--- src/rtl/aurora_reset_seq_mc.sv ---
// aurora_reset_seq_mc
// Multi-channel Aurora reset sequencer running in the init_clk domain.
// Each channel walks reset_pb -> pma_init -> release, then supervises
// channel_up. Optional watchdog (timeout, link-loss retry, FAIL parking) is
// compiled in with `define AURORA_RESET_SEQ_WATCHDOG_EN.
//
// ch_reset_req is a plain one-cycle synchronous pulse (no handshake): a high
// level on a rising edge of init_clk restarts that channel and clears its
// retry count; holding it high keeps the channel in IDLE.
// dbg_state exposes every channel FSM state, 3 bits per channel.

module aurora_reset_seq_mc #(
    parameter int NUM_CH         = 1,
    parameter int RSTPB_CYCLES   = 100,
    parameter int PMAINIT_CYCLES = 100000000,
    parameter int LINKUP_TIMEOUT = 100000000,
    parameter int MAX_RETRY      = 3,
    parameter int SYNC_STAGES    = 4
) (
    input  logic                  init_clk,
    input  logic                  init_rst_n,
    input  logic                  init_clk_locked,
    input  logic [NUM_CH-1:0]     sys_reset_in,
    input  logic [NUM_CH-1:0]     channel_up,
    input  logic [NUM_CH-1:0]     ch_reset_req,
    output logic [NUM_CH-1:0]     reset_pb_out,
    output logic [NUM_CH-1:0]     pma_init_out,
    output logic [NUM_CH-1:0]     done,
    output logic [NUM_CH-1:0]     link_ok,
    output logic [NUM_CH-1:0]     fail,
    output logic [4*NUM_CH-1:0]   retry_cnt,
    output logic [3*NUM_CH-1:0]   dbg_state
);

    typedef enum logic [2:0] {
        ST_IDLE        = 3'd0,
        ST_RSTPB       = 3'd1,
        ST_PMAINIT     = 3'd2,
        ST_WAIT_SYSRST = 3'd3,
        ST_RELEASED    = 3'd4,
        ST_LINK_UP     = 3'd5,
        ST_RETRY       = 3'd6,
        ST_FAIL        = 3'd7
    } state_t;

    // Lock synchroniser, shared by all channels; deliberately not reset.
    logic [SYNC_STAGES-1:0] r_lock_sync;
    logic                   w_lock;

    // Shift the async MMCM lock through the synchroniser chain.
    always_ff @(posedge init_clk) begin
        r_lock_sync <= {r_lock_sync[SYNC_STAGES-2:0], init_clk_locked};
    end

    assign w_lock = r_lock_sync[SYNC_STAGES-1];

    for (genvar gi = 0; gi < NUM_CH; gi++) begin : g_ch
        state_t                 r_state;
        state_t                 w_state_nxt;
        logic [31:0]            r_cnt;
        logic [31:0]            w_cnt_nxt;
        logic [SYNC_STAGES-1:0] r_sys_sync;
        logic [SYNC_STAGES-1:0] r_up_sync;
        logic                   w_sys;
        logic                   w_up;
        logic                   r_pb;
        logic                   r_pma;
        logic                   r_done;
        logic                   r_link;
`ifdef AURORA_RESET_SEQ_WATCHDOG_EN
        logic [3:0]             r_retry;
        logic [3:0]             w_retry_nxt;
        logic                   r_fail;
`endif

        // Per-channel synchronisers for sys_reset_out and channel_up; not reset.
        always_ff @(posedge init_clk) begin
            r_sys_sync <= {r_sys_sync[SYNC_STAGES-2:0], sys_reset_in[gi]};
            r_up_sync  <= {r_up_sync[SYNC_STAGES-2:0], channel_up[gi]};
        end

        assign w_sys = r_sys_sync[SYNC_STAGES-1];
        assign w_up  = r_up_sync[SYNC_STAGES-1];

        // Next-state, counter and retry logic; ch_reset_req overrides all.
        always_comb begin
            w_state_nxt = r_state;
            w_cnt_nxt   = r_cnt;
`ifdef AURORA_RESET_SEQ_WATCHDOG_EN
            w_retry_nxt = r_retry;
`endif
            case (r_state)
                ST_IDLE: begin
                    w_state_nxt = ST_RSTPB;
                    w_cnt_nxt   = 32'd0;
                end
                ST_RSTPB: begin
                    if (r_cnt == 32'(RSTPB_CYCLES - 1)) begin
                        w_state_nxt = ST_PMAINIT;
                        w_cnt_nxt   = 32'd0;
                    end else begin
                        w_cnt_nxt = r_cnt + 32'd1;
                    end
                end
                ST_PMAINIT: begin
                    if (r_cnt == 32'(PMAINIT_CYCLES - 1)) begin
                        w_state_nxt = ST_WAIT_SYSRST;
                        w_cnt_nxt   = 32'd0;
                    end else begin
                        w_cnt_nxt = r_cnt + 32'd1;
                    end
                end
                ST_WAIT_SYSRST: begin
                    if (w_sys) begin
                        w_state_nxt = ST_RELEASED;
                        w_cnt_nxt   = 32'd0;
                    end
                end
                ST_RELEASED: begin
                    if (w_up) begin
                        w_state_nxt = ST_LINK_UP;
                    end
`ifdef AURORA_RESET_SEQ_WATCHDOG_EN
                    else if (r_cnt == 32'(LINKUP_TIMEOUT - 1)) begin
                        w_state_nxt = ST_RETRY;
                    end else begin
                        w_cnt_nxt = r_cnt + 32'd1;
                    end
`endif
                end
                ST_LINK_UP: begin
`ifdef AURORA_RESET_SEQ_WATCHDOG_EN
                    if (!w_up) begin
                        w_state_nxt = ST_RETRY;
                    end
`endif
                end
                ST_RETRY: begin
`ifdef AURORA_RESET_SEQ_WATCHDOG_EN
                    // Retry count saturates at MAX_RETRY; the next retry parks.
                    if (r_retry < 4'(MAX_RETRY)) begin
                        w_retry_nxt = r_retry + 4'd1;
                        w_state_nxt = ST_IDLE;
                    end else begin
                        w_state_nxt = ST_FAIL;
                    end
`else
                    w_state_nxt = ST_IDLE;
`endif
                end
                ST_FAIL: begin
`ifndef AURORA_RESET_SEQ_WATCHDOG_EN
                    w_state_nxt = ST_IDLE;
`endif
                end
                default: begin
                    w_state_nxt = ST_IDLE;
                end
            endcase

            if (ch_reset_req[gi]) begin
                w_state_nxt = ST_IDLE;
                w_cnt_nxt   = 32'd0;
`ifdef AURORA_RESET_SEQ_WATCHDOG_EN
                w_retry_nxt = 4'd0;
`endif
            end
        end

        // State register; reset or loss of lock forces a global restart.
        always_ff @(posedge init_clk) begin
            if (!init_rst_n || !w_lock) begin
                r_state <= ST_IDLE;
                r_cnt   <= 32'd0;
`ifdef AURORA_RESET_SEQ_WATCHDOG_EN
                r_retry <= 4'd0;
`endif
            end else begin
                r_state <= w_state_nxt;
                r_cnt   <= w_cnt_nxt;
`ifdef AURORA_RESET_SEQ_WATCHDOG_EN
                r_retry <= w_retry_nxt;
`endif
            end
        end

        // Registered output decode of the current state (one cycle lag).
        always_ff @(posedge init_clk) begin
            if (!init_rst_n) begin
                r_pb   <= 1'b1;
                r_pma  <= 1'b0;
                r_done <= 1'b0;
                r_link <= 1'b0;
`ifdef AURORA_RESET_SEQ_WATCHDOG_EN
                r_fail <= 1'b0;
`endif
            end else begin
                r_pb   <= !((r_state == ST_RELEASED) || (r_state == ST_LINK_UP));
                r_pma  <= (r_state == ST_PMAINIT);
                r_done <= (r_state == ST_RELEASED) || (r_state == ST_LINK_UP);
                r_link <= (r_state == ST_LINK_UP);
`ifdef AURORA_RESET_SEQ_WATCHDOG_EN
                r_fail <= (r_state == ST_FAIL);
`endif
            end
        end

        assign reset_pb_out[gi]     = r_pb;
        assign pma_init_out[gi]     = r_pma;
        assign done[gi]             = r_done;
        assign link_ok[gi]          = r_link;
        assign dbg_state[3*gi +: 3] = r_state;
`ifdef AURORA_RESET_SEQ_WATCHDOG_EN
        assign fail[gi]             = r_fail;
        assign retry_cnt[4*gi +: 4] = r_retry;
`else
        assign fail[gi]             = 1'b0;
        assign retry_cnt[4*gi +: 4] = 4'd0;
`endif
    end

endmodule
--- config.mk ---
export PLATFORM = sky130hd
export DESIGN_NAME = aurora_reset_seq_mc
export DESIGN_NICKNAME = d
export VERILOG_FILES = /design/src/rtl/aurora_reset_seq_mc.sv
export SDC_FILE = /design/constraint.sdc
export NUM_CORES = 1
export LEC_CHECK = 0
export BUFFER_PORTS_ARGS = -buffer_cell sky130_fd_sc_hd__buf_2
export CORE_UTILIZATION = 26
export DETAILED_ROUTE_END_ITERATION = 10
export PLACE_DENSITY_LB_ADDON = 0.3
export SLEW_MARGIN = 20
export SYNTH_ARGS = -nofsm -noshare
export SYNTH_HDL_FRONTEND = slang
export SYNTH_SLANG_ARGS = --single-unit
--- constraint.sdc ---
create_clock -name init_clk -period 2.15 [get_ports init_clk]
set_input_delay 0.1075 -clock init_clk [delete_from_list [all_inputs] [get_ports init_clk]]
set_output_delay 0.1075 -clock init_clk [all_outputs]
set_load 0.02 [all_outputs]
# Word level (Yosys, flattened, before mapping)
# Index checks and enable logic that the tools add are counted.
# totals
in_bits	6
word_cells	44
ff_bits	51
# op_classes
n_addsub	1
n_eq_ne	13
reduce_logical	12
n_mux	9
# ops
op	n
$pmux W32 S4	1
$mux W32	3
$add A32 B1 Y32 const B	1
$eq A32 B27 Y1 const B	1
$eq A32 B7 Y1 const B	1
$pmux W3 S6	1
$eq A3 B3 Y1 const B	4
$mux W3	4
$ne A2 B2 Y1 const B	4
$eq A3 B2 Y1 const B	2
$reduce_bool A6 Y1	1
$reduce_and A5 Y1	1
$reduce_bool A4 Y1	1
$reduce_or A2 Y1	2
$eq A3 B1 Y1 const B	1
$logic_not A1 Y1	3
$logic_not A3 Y1	1
$logic_or A1 B1 Y1	2
$reduce_and A2 Y1	1

# Depth between registers and ports, before layout
# logic_depth
ltp_word	4
ltp_mapped	9
depth_no_buf	7

# Worst setup path before layout
# Ideal clock, no wire load.
# synth_timing
path_type	register to register
startpoint	register g_ch[0].r_cnt[0]
endpoint	register g_ch[0].r_cnt[31]
required_time_ps	2028
t_arrival_ps	1730
path_stages_with_launch	9
setup_ps	122
period_less_slack_ps	1852
slack_ps	298
path_cell_list	dfxtp_1 > ha_1 > and4_1 > buf_4 > nand2_1 > o21ai_2 > a31oi_4 > clkbuf_8 > a221o_1
# synth_between
elab_chain_cells	3
# synth_rtl
element	line_no	source
start, declared	60	logic [31:0] r_cnt;
start signal, assigned	180	r_cnt <= w_cnt_nxt;
$add A32 B1 Y32 (tied with other cells)	102, 110	
$mux W32 (on tied branches)	106, 98	
$pmux W32 S4 (*)	92	case (r_state)
# Mark *: on every way between the ends. The rest lies on a longest branch, timed or not.
# A chain may end at the register's enable or synchronous reset.

# Final worst setup path
# layout_timing
startpoint	register g_ch[0].r_cnt[1]
endpoint	register g_ch[0].r_state[0] (netlist: dbg_state[0])
# layout_between
elab_chain_cells	3
# layout_rtl
element	line_no	source
$eq A32 B27 Y1 or $eq A32 B7 Y1 (tied branches)	106, 98	
$ne A2 B2 Y1 (no source line)	-	
$reduce_and A5 Y1 (no source line) (*)	-	
end signal, assigned	179	r_state <= w_state_nxt;
end, declared	58	state_t r_state;
# Marks and branches as above.

==> flow_summary.ini <==
[logic_synthesis]
synth_top_area_share_pct = 43.8
synth_area_um2 = 2330
synth_area_per_cell_um2 = 8.97
synthArstFlopShare_pct = 0
ys_seq_area_share_pct = 43.8
ys.flop_type = dfxtp_1
ys_ff_latch = 51
yosys.area.top_type = dfxtp_1
yosysWarnings = 0
synth_edf_count = 0
synthTopCellsByArea = dfxtp_1, nand2_1, xor2_1
syn-instance-count = 260
ys_types = 51

[clock_network]
cts_tree = built
cts_max_path_buffers = 2
clock-sinks = 51
post-cts-setup-buffer-count = 0
insertion_delay_ns = 0.31
h-tree-depth = 2
clk_pin_slew_ns = 0.09
root_buffer = clkbuf_8
cts_made_buffers = 5

[global_route]
antenna_found_initial = 0
grt_pass1_wl_um = 8730
overflow = 0
grt_pass1_vias = 1758
grtUsageTotal_pct = 11.7
grt_start_max_net_pins = 18

[cells_and_area]
mostFrequentLayoutCells = dfxtp_1, nand2_1, nor2_1
nets = 293
drive_above_1_share_pct = 19.2
antenna-diode-count = 0
area_growth_pct = 17.4
fill_cells = 911
fin_cells = 395
final_common_cell = dfxtp_1

[placement]
dpl.hpwl_um = 3820
placed_cells = 384
port_buffers = 12
gp_congestion = 0.820

[run_status]
status = finished, final reports clean

[floorplan]
row_count = 34
die_h_um = 96.7
io_pins = 18
fp.dieW_um = 96.7
dieArea_um2 = 9350
start_util_pct = 26.7
core_area_um2 = 8720

[drt]
dr.pass1.iters = 4
drcViolationCount = 0
antenna_left = 0
routedWlPerCell_um = 13.2
finalWirelength_um = 5210
viasPerCell = 4.81
drt_iter0_drc = 173
dr_total_vias = 1899

[sta]
setup_tns_ns = 0
period_share_pct = 93.7
finalCriticalPeriod_ns = 2.01
setup_viol = 0
hold_viol_final = 0
fmax_ghz = 0.496
rsz0062_at_grt = false
fin_worst_skew_ns = 0.00815
slew_viol_final = 0
whs_ns = 0.0665

[setup_path]
crit_arrival_ns = 2.27
reg2reg_from = g_ch[0].r_cnt[1]
cp_top_family = simple AND/OR/NAND/NOR gates
crit_buf_inv = 1
reg2reg_to = dbg_state[0]
slowest_delay_ns = 0.39
startpoint_type = register
worstPathMaxFanout = 6
ff2ff_path_depth = 8
path_cells = ha_2 -> nor4b_1 -> nand3_1 -> o21ai_2 -> nand3_2 -> buf_4 -> a2111o_1 -> nand2_1
worstSetupPathType = register to register
reg2reg_slack_ns = 0.14
crit_required_ns = 2.41
cp_slowest_cell = dfxtp_1
endpoint_kind = register

[worst_hold_path]
whs_path_depth = 2
hold_path.class = input pin to register
hold_start = init_rst_n
min_to = link_ok

[pwr]
power_density_nw_per_um2 = 658
p_leak_uw = 0.00101
peakVddDrop_v = 0.000265
fin_total_pwr_uw = 1800

[flow_run]
cap_violations = 0
[registers in the layout, indices dropped and copies added, names as in the netlist]
register / cells
g_ch.r_cnt: 32
g_ch.r_sys_sync: 4
g_ch.r_up_sync: 4
r_lock_sync: 4
dbg_state: 3
done: 1
link_ok: 1
pma_init_out: 1
reset_pb_out: 1
[report_power, final]
part           internal, uW  switching, uW
clock network           464            332
registers               957           4.87
logic                  16.5           28.7
[cells by family after synthesis]
logic type / synth area share (%)
and+or+nand+nor: 30.9
DFF: 43.8
AOI/OAI and AO/OA: 14.0
buffers and inverters: 4.51
xor gates and xnor gates: 5.26
muxes: 0.858
adders and majority gates: 0.536
other: 0.161
[per-stage QoR]
step	utilization [%]	setup slack, ns	cell area (um2)
finish	31.4	0.135	2740
detailed placement	29.2	0.105	2540
floorplan	-	0.298	2350
global placement	29.2	0.109	2540
CTS	31.1	0.0929	2710
global route	31.4	0.0146	2740
[final cells by class]
type | instances | area, um2 | share of cell area (%)
Clock buffer | 5 | 68.8 | 2.51
Clock inverter | 3 | 67.6 | 2.47
Inverter | 4 | 15.0 | 0.548
Multi-Input combinational cell | 197 | 1250 | 45.6
Sequential cell | 51 | 1020 | 37.3
Tap cell | 108 | 135 | 4.93
Timing Repair Buffer | 27 | 180 | 6.58
[what timing repair did]
action,4_1_cts,5_1_grt
gates resized for setup,0,7
hold buffers,3,0
setup endpoints to repair,0,23
hold endpoints to repair,3,0
[worst max path at each step]
stage / from / to / cells after the start
after CTS: g_ch[0].r_cnt[0] / g_ch[0].r_cnt[18] / 7
final: g_ch[0].r_cnt[1] / dbg_state[0] / 8
after global placement: g_ch[0].r_cnt[15] / g_ch[0].r_cnt[20] / 6
after floorplan: g_ch[0].r_cnt[0] / g_ch[0].r_cnt[31] / 8
after detailed placement: g_ch[0].r_cnt[0] / g_ch[0].r_cnt[18] / 7
after global routing: g_ch[0].r_cnt[1] / dbg_state[0] / 8
[synthesized netlist by cell type (2+ instances only)]
cell type	count
o311ai_0	2
and3_1	7
and4_1	3
nand3_1	19
mux2i_1	2
and2_1	6
a31oi_1	9
o211ai_1	3
nand4_1	6
xor2_1	12
and3_2	2
nor2_1	21
and2b_1	2
inv_1	4
buf_4	9
nor2b_1	2
and4_4	2
nand2_1	28
o21ai_2	4
a21oi_1	12
o21ai_0	6
nor3_1	11
a21o_1	2
xnor2_1	2
nor4_1	5
dfxtp_1	51
nand2b_1	4
[routing by layer]
layer  share of wire [%]  track usage (%)
met2                  42             16.3
met3                 4.5             2.75
met5                   0                0
met1                  51             16.9
met4                 2.1             5.51
Power figures use the tool's default switching activity.
